$ cat config.mk
export PLATFORM = sky130hd
export DESIGN_NAME = busca_instrucao
export DESIGN_NICKNAME = d
export VERILOG_FILES = /design/src/rtl/pem_pkg.sv /design/src/rtl/mem_programa.sv /design/src/rtl/busca_instrucao.sv
export SDC_FILE = /design/constraint.sdc
export NUM_CORES = 1
export LEC_CHECK = 0
export CAP_MARGIN = 20
export CORE_UTILIZATION = 45
export CTS_BUF_LIST = sky130_fd_sc_hd__clkbuf_16
export CTS_CLUSTER_SIZE = 20
export DETAILED_ROUTE_END_ITERATION = 8
export PLACE_DENSITY = 0.6
export SETUP_SLACK_MARGIN = 0.15
export SYNTH_ARGS = -nofsm -noshare
export SYNTH_HDL_FRONTEND = slang
export SYNTH_SLANG_ARGS = --single-unit
$ cat constraint.sdc
create_clock -name Clock -period 3 [get_ports Clock]
set_input_delay 0.45 -clock Clock [delete_from_list [all_inputs] [get_ports Clock]]
set_output_delay 0.45 -clock Clock [all_outputs]
set_load 0.02 [all_outputs]
$ cat src/rtl/pem_pkg.sv
// Shared definitions for the instruction-fetch stage and the ULA.
// Holds the address/data widths, the opcode constants, the 2-bit fetch
// state encoding and a small opcode-classification helper.
package pem_pkg;

    localparam int ADDR_W = 4;
    localparam int DATA_W = 8;

    localparam logic [3:0] OP_NOP  = 4'h0;
    localparam logic [3:0] OP_LDA  = 4'h1;
    localparam logic [3:0] OP_ADD  = 4'h2;
    localparam logic [3:0] OP_JMP  = 4'hE;
    localparam logic [3:0] OP_HALT = 4'hF;

    typedef enum logic [1:0] {
        ST_IDLE   = 2'd0,
        ST_FETCH  = 2'd1,
        ST_EXEC   = 2'd2,
        ST_HALTED = 2'd3
    } state_t;

    // JMP and HALT are consumed by the fetch unit; everything else goes to the ULA.
    function automatic logic is_issued(input logic [3:0] op);
        return (op != OP_JMP) && (op != OP_HALT);
    endfunction

endpackage

$ cat src/rtl/mem_programa.sv
// 16x8 program memory: one synchronous write port, one synchronous read port.
// Ports:
//   clk      in   clock, rising edge
//   rst      in   synchronous active-high reset (clears only the read register)
//   wr_en    in   write strobe
//   wr_addr  in   write address
//   wr_data  in   write data
//   rd_en    in   read strobe; rd_data updates only when high
//   rd_addr  in   read address
//   rd_data  out  registered read data (the fetched instruction)
module mem_programa
    import pem_pkg::*;
(
    input  logic              clk,
    input  logic              rst,
    input  logic              wr_en,
    input  logic [ADDR_W-1:0] wr_addr,
    input  logic [DATA_W-1:0] wr_data,
    input  logic              rd_en,
    input  logic [ADDR_W-1:0] rd_addr,
    output logic [DATA_W-1:0] rd_data
);

    logic [DATA_W-1:0] mem [0:(1<<ADDR_W)-1];

    // Storage is never reset; contents survive a Reset of the fetch stage.
    always_ff @(posedge clk) begin
        if (wr_en) begin
            mem[wr_addr] <= wr_data;
        end
    end

    always_ff @(posedge clk) begin
        if (rst) begin
            rd_data <= '0;
        end else if (rd_en) begin
            rd_data <= mem[rd_addr];
        end
    end

endmodule

$ cat src/rtl/busca_instrucao.sv
// Instruction fetch/sequencer stage feeding the ULA.
// Steps a 4-bit program counter through mem_programa, consumes JMP/HALT
// locally and issues every other instruction on barramentoDados with a
// one-cycle active-low RegEnable strobe (one instruction per 2 cycles).
// Ports:
//   Clock            in   system clock, rising edge
//   Reset            in   synchronous active-high reset
//   step, step_mode  in   single-step control (only with BUSCA_STEP_EN defined)
//   start            in   start from pc=0 (honoured in IDLE/HALTED)
//   prog_we          in   program write strobe (honoured in IDLE/HALTED)
//   prog_addr        in   program write address
//   prog_data        in   program write data
//   barramentoDados  out  last issued instruction
//   RegEnable        out  active-low issue strobe, one cycle per issue
//   pc               out  program counter
//   running          out  high in FETCH/EXEC
//   halted           out  high in HALTED
// Optional feature macro: BUSCA_STEP_EN (adds step/step_mode; with
// step_mode=1 FETCH waits for step=1).
module busca_instrucao
    import pem_pkg::*;
(
    input  logic              Clock,
    input  logic              Reset,
`ifdef BUSCA_STEP_EN
    input  logic              step,
    input  logic              step_mode,
`endif
    input  logic              start,
    input  logic              prog_we,
    input  logic [ADDR_W-1:0] prog_addr,
    input  logic [DATA_W-1:0] prog_data,
    output logic [DATA_W-1:0] barramentoDados,
    output logic              RegEnable,
    output logic [ADDR_W-1:0] pc,
    output logic              running,
    output logic              halted
);

    state_t            state;
    logic [DATA_W-1:0] instr_q;
    logic              fetch_go;
    logic              mem_wr;
    logic              mem_rd;
    logic              loadable;

`ifdef BUSCA_STEP_EN
    assign fetch_go = ~step_mode | step;
`else
    assign fetch_go = 1'b1;
`endif

    assign loadable = (state == ST_IDLE) || (state == ST_HALTED);
    // Reset also blocks a coincident program write.
    assign mem_wr   = prog_we & loadable & ~Reset;
    assign mem_rd   = (state == ST_FETCH) & fetch_go;

    mem_programa u_mem (
        .clk     (Clock),
        .rst     (Reset),
        .wr_en   (mem_wr),
        .wr_addr (prog_addr),
        .wr_data (prog_data),
        .rd_en   (mem_rd),
        .rd_addr (pc),
        .rd_data (instr_q)
    );

    always_ff @(posedge Clock) begin
        if (Reset) begin
            state           <= ST_IDLE;
            pc              <= '0;
            barramentoDados <= '0;
            RegEnable       <= 1'b1;
            running         <= 1'b0;
            halted          <= 1'b0;
        end else begin
            // Strobe defaults high so an issue pulse lasts exactly one cycle.
            RegEnable <= 1'b1;
            case (state)
                ST_IDLE, ST_HALTED: begin
                    if (start) begin
                        pc      <= '0;
                        state   <= ST_FETCH;
                        running <= 1'b1;
                        halted  <= 1'b0;
                    end
                end
                ST_FETCH: begin
                    if (fetch_go) begin
                        state <= ST_EXEC;
                    end
                end
                ST_EXEC: begin
                    if (instr_q[7:4] == OP_HALT) begin
                        state   <= ST_HALTED;
                        running <= 1'b0;
                        halted  <= 1'b1;
                    end else if (instr_q[7:4] == OP_JMP) begin
                        pc    <= instr_q[3:0];
                        state <= ST_FETCH;
                    end else if (is_issued(instr_q[7:4])) begin
                        barramentoDados <= instr_q;
                        RegEnable       <= 1'b0;
                        pc              <= pc + 4'd1;
                        state           <= ST_FETCH;
                    end
                end
                default: begin
                    state <= ST_IDLE;
                end
            endcase
        end
    end

endmodule

# Yosys cells after proc, flatten, opt, wreduce, memory -nomap -nowiden
# Memories as Yosys holds them, arrays and structs flattened. A register that Yosys moved wholly into a read port is not among the register bits.
# Index checks and enable logic that the tools add are counted.
[totals]
in_bits = 16
output_inout_bits = 15
memories = 1
register_bits = 17
ramBits = 128
wordCells = 55
[mem_list]
columns = ["name", "words", "width", "read_ports", "rd_ports_with_merged_regs", "wr", "line_no", "rtl"]
rows = [
  ["u_mem.mem", 16, 8, 1, 1, 1, "mem_programa.sv:24", "logic [DATA_W-1:0] mem [0:(1<<ADDR_W)-1];"],
]
[op_classes]
muxes = 19
n_eq_ne = 12
reduce_logical = 10
bitwise_logic = 6
n_addsub = 1
[ops]
columns = ["op", "n"]
rows = [
  ["$mux 4", 4],
  ["$ne 4x4->1 const B", 3],
  ["$eq 4x4->1 const B", 2],
  ["$mux 2", 4],
  ["$pmux 4 s2", 1],
  ["$reduce_and 4->1", 2],
  ["$mux 1", 7],
  ["$ne 2x2->1 const B", 3],
  ["$pmux 2 s3", 1],
  ["$add 4x1->4 const B", 1],
  ["$eq 2x2->1 const B", 2],
  ["$not 1->1", 4],
  ["$pmux 1 s2", 2],
  ["$reduce_or 4->1", 1],
  ["$ne 3x3->1 const B", 1],
  ["$reduce_and 3->1", 1],
  ["$and 1x1->1", 2],
  ["$eq 2x1->1 const B", 1],
  ["$logic_not 2->1", 1],
  ["$reduce_and 2->1", 1],
  ["$reduce_bool 2->1", 1],
  ["$reduce_or 2->1", 1],
  ["$logic_and 1x1->1", 1],
  ["$logic_or 1x1->1", 1],
]

# Depth between registers and ports, before layout
[logic_depth]
ltp_word = 6
ltp_mapped = 7
ltp_nobuf = 6

# Modules after synthesis
# A second synthesis with hierarchy kept.
[hier_totals]
cells_unflattened = 410
area_unflattened_um2 = 6142.1
[modules_own_cells]
columns = ["mod", "seq_area_each_um2", "cells_per_inst", "instances", "area_each_um2"]
rows = [
  ["mem_programa", 4003.8, 316, 1, 5343.9],
  ["busca_instrucao", 340.3, 94, 1, 798.3],
]

# Worst setup path after synthesis
# OpenSTA, ideal clock, no wires.
[synth_timing]
path_type = "reg-to-reg"
startpoint = "register state[0]"
endpoint = "memory u_mem.mem[1][0] (enable)"
arrival_ps = 2038
path_buffers = 1
path_slack_ps = 579
required_time_ps = 2617
setup_time_ps = 383
path_stages_with_launch = 7
path_cell_list = "dfxtp_1 -> inv_1 -> ha_1 -> clkbuf_1 -> nand3b_1 -> or3b_1 -> nor3_1"
[synth_via]
elab_chain_cells = 6
word_cells_on_any_way = 7
classes_between = "eq/ne (1); mux (2); bitwise (2); reduce/logical (2)"
[synth_lines]
columns = ["item", "line_no", "rtl"]
rows = [
  ["start, declared", "busca_instrucao.sv:40", "state_t state;"],
  ["start signal, assigned", "busca_instrucao.sv:71", "state <= ST_IDLE;"],
  ["start signal, assigned", "busca_instrucao.sv:84", "state <= ST_FETCH;"],
  ["start signal, assigned", "busca_instrucao.sv:91", "state <= ST_EXEC;"],
  ["$eq 2x2->1 / $logic_not 2->1 (equally long branches)", "busca_instrucao.sv:53", "assign loadable = (state == ST_IDLE) || (state == ST_HALTED);"],
  ["$logic_or 1x1->1 (*)", "busca_instrucao.sv:53", ""],
  ["$and 1x1->1 (*) (2 in series)", "busca_instrucao.sv:55", "assign mem_wr = prog_we & loadable & ~Reset;"],
  ["$mux 1 (*)", "mem_programa.sv:28", "if (wr_en) begin"],
  ["$mux 1 (implied by the code) (*)", "mem_programa.sv:29", "mem[wr_addr] <= wr_data;"],
  ["end, declared", "mem_programa.sv:24", ""],
]
# Mark *: on every way between the ends. The rest lies on a longest branch, timed or not.

# Final worst setup path
# Same ends and word-level chain as after synthesis.

==> metrics.txt <==
status=finished clean; clock group share of total power=44.2%; Die Height=118.0 um; CP Buf/Inv Count=2; Max-slew headroom=41.20%; slowest CP cell=ha_1; Die Width=118.0 um; type of the most critical hold path=reg2reg; Seq pwr share=45.3%; Mapped Cells=370; total track usage=19.47%; synth-to-layout area growth=20.74%; CTS tree=built; worst-margin pin slew=0.8801 ns; period utilisation layout=75.87%; critical path arrival=2.41 ns; first-pass GRT wire length=19310 um; Reg2Reg Setup Slack=0.72 ns; placed wire-length estimate=7916 um; shortest period the worst path allows=2.276 ns; Core Box Area=0.01319 mm2; CP delay by family, top=simple AND/OR/NAND/NOR gates; vias in the first global route=3405; switching power total=1.222 mW; RSZ-0062 raised after global routing=no; ANT cells=0; reg2reg start=state[0]; critical-path cell list=inv_1 > ha_1 > nand3b_1 > or3b_1 > nor3_1 > buf_4; r2r endpoint=u_mem.mem[1][0]; Skew-Pair Late Insertion Delay=0.42 ns; CTS H-tree depth=4; syn nets=390; endpoints failing setup=0; total number of vias=3350; Max Cap Viol=0; drt initial violations=284; post-synthesis sequential area ratio=71.74%; nature of the critical path startpoint=flip-flop; ys async rst share=0%; Hold Startpoint=barramentoDados[2]; Pwr Density=739.4 mW/mm2; setup TNS=0 ns; Slew Limit Fails=0; Pre-antenna DRT Iters=5; Worst EP required=3.13 ns; hold buffers post-CTS=0; critical path endpoint category=flip-flop; peak supply drop=0.3926 mV; post-synth top area cell=edfxtp_1; grt ovf=0; Post-synth EDFFs=128; Routed Antenna Nets=0; Clock Path Buffers=2; share of layout cells above drive strength 1=21.35%; clk sinks=153; dpl cell area=0.006640 mm2; Synth Flop Type=edfxtp_1; leakage=2.337 nW; syn avg cell area=16.37 um2; most frequent cell after synthesis=edfxtp_1; critical path class=reg2reg; clk root buf=clkbuf_16; P_int=4.185 mW; CTS Buf Count=17; most common library cells after synthesis=edfxtp_1 (128), dfxtp_1 (25), mux2_2 (23); initial antenna violation count=0; Max Clock Freq=0.4393 GHz; Core Rows=42; Synth top area share=63.47%; Worst Path Max Fanout=8; die area=0.01393 mm2; Synth area leaders=edfxtp_1 (63%), dfxtp_1 (8.3%), mux4_2 (6.0%), mux2_2 (4.3%), mux2i_1 (1.5%); number of remaining DRC errors=0; # resized after CTS=0; largest net degree at the start of global routing=52; vias per inst=5.519; sw frac=22.59%; Post-CTS Setup Bufs=0; Comb pwr share=10.5%; synth unique cells=41; # port buffers=30; clk_skew=0.007040 ns; FF-to-FF path depth=6; Netlist Area Pre-Place=0.006056 mm2; Worst-path clk slew=0.06 ns; endpoints failing hold=0; max incr delay on CP=0.48 ns; post-route cell area=0.007312 mm2; I/O pins=31; synth warn=0; WL/cell=20.18 um; Starting Density=45.91%; Synth Register Bits=153; # nets final=438; Hold EP=barramentoDados[2]; Routed WL=12250 um; worst hold stages=2; GP Congestion=0.8289
-- cell type report --
cell class | count | area, um2
multi-input cells | 193 | 1604
fillers | 1033 | 5878
well taps | 176 | 220.2
clock buffers | 17 | 425.4
clock inverters | 15 | 246.5
repair buffers | 49 | 455.4
inverters | 4 | 15.01
flip-flops and latches | 153 | 4345
-- cells in the final DEF, fill, tap and decap left out, drive strengths merged --
master / instances
and3b: 1
o22ai: 8
clkinvlp: 1
nor3b: 3
a21oi: 11
nand2b: 7
o211ai: 2
a311oi: 1
a31o: 1
bufinv: 6
mux2i: 9
nand2: 18
nor2: 21
or3: 1
o21ai: 5
clkdlybuf4s50: 30
a2111oi: 8
inv: 6
and3: 2
a221o: 8
xor2: 1
nand4b: 1
ha: 4
nor2b: 14
or3b: 1
a211oi: 9
xnor2: 1
edfxtp: 128
nand4: 1
buf: 19
nand3: 2
clkbuf: 17
a31oi: 2
and2: 1
nand3b: 2
clkinv: 6
mux2: 24
nor3: 8
mux4: 16
dfxtp: 25
-- worst reg2reg max path, delay by kind of cell, from the launching register on --
| kind | cells | cell delay [ns] |
|---|---|---|
| flops | 1 | 0.38 |
| simple gates | 3 | 0.86 |
| fa+ha+maj | 1 | 0.48 |
| buf+inv | 2 | 0.27 |
-- registers in the layout, summed over array words and instances (netlist names) --
name and count:
pc 4, running 1, halted 1, RegEnable 1, barramentoDados 8, u_mem.rd_data 8
state 2, u_mem.mem 128
-- layer usage --
layer	GRT usage, %	wire, um	share of wire, %	up-vias
met4	11.54	378	3.1	0
met5	0	0	0	-
met1	25.35	5391	44	1662
met3	3.876	729	6.0	20
met2	30.33	5750	47	113
li1	-	-	-	1555
-- power groups by stage --
stage | combinational [mW] | clock, mW | sequential (mW)
after global routing | 0.627 | 2.52 | 2.46
final | 0.566 | 2.39 | 2.45
after floorplan | 0.335 | 0 | 2.50
after detailed placement | 0.565 | 0 | 2.49
after CTS | 0.567 | 2.44 | 2.45
after global placement | 0.558 | 0 | 2.49
-- logic make-up (layout without fill, tap and decap cells) --
group | after synthesis | after routing | share of synthesized area, %
xor+xnor | 2 | 2 | 0.2893
mux | 49 | 49 | 11.90
flops | 153 | 153 | 71.74
compound gates | 55 | 55 | 6.487
buf+inv | 24 | 85 | 1.777
fa+ha+maj | 4 | 4 | 0.8265
simple gates | 83 | 83 | 6.984
-- how the worst max path moves through the flow --
| stage | cells after the start | from | slack, ns | endpoint |
|---|---|---|---|---|
| after floorplan | 6 | state[0] | 0.58 | u_mem.mem[1][0] |
| after global placement | 5 | Reset | 0.71 | u_mem.mem[1][0] |
| after detailed placement | 5 | Reset | 0.66 | u_mem.rd_data[1] |
| after CTS | 6 | state[0] | 0.73 | u_mem.mem[1][4] |
| after global routing | 6 | state[0] | 0.57 | u_mem.mem[1][7] |
| final | 6 | state[0] | 0.72 | u_mem.mem[1][0] |
-- through the flow --
step           power, mW  hold WS (ns)  cells  setup slack [ns]  util [%]
2_1_floorplan      2.838        0.4408    370            0.5788         -
3_3_place_gp       3.049        0.4460    575            0.7140     50.34
3_5_place_dp       3.060        0.4546    575            0.6595     50.34
4_1_cts            5.453        0.4632    607            0.7337     55.44
5_1_grt            5.608        0.4817    607            0.5748     55.44
6_report           5.406        0.4600    607            0.7238     55.44
Power figures use the tool's default switching activity.
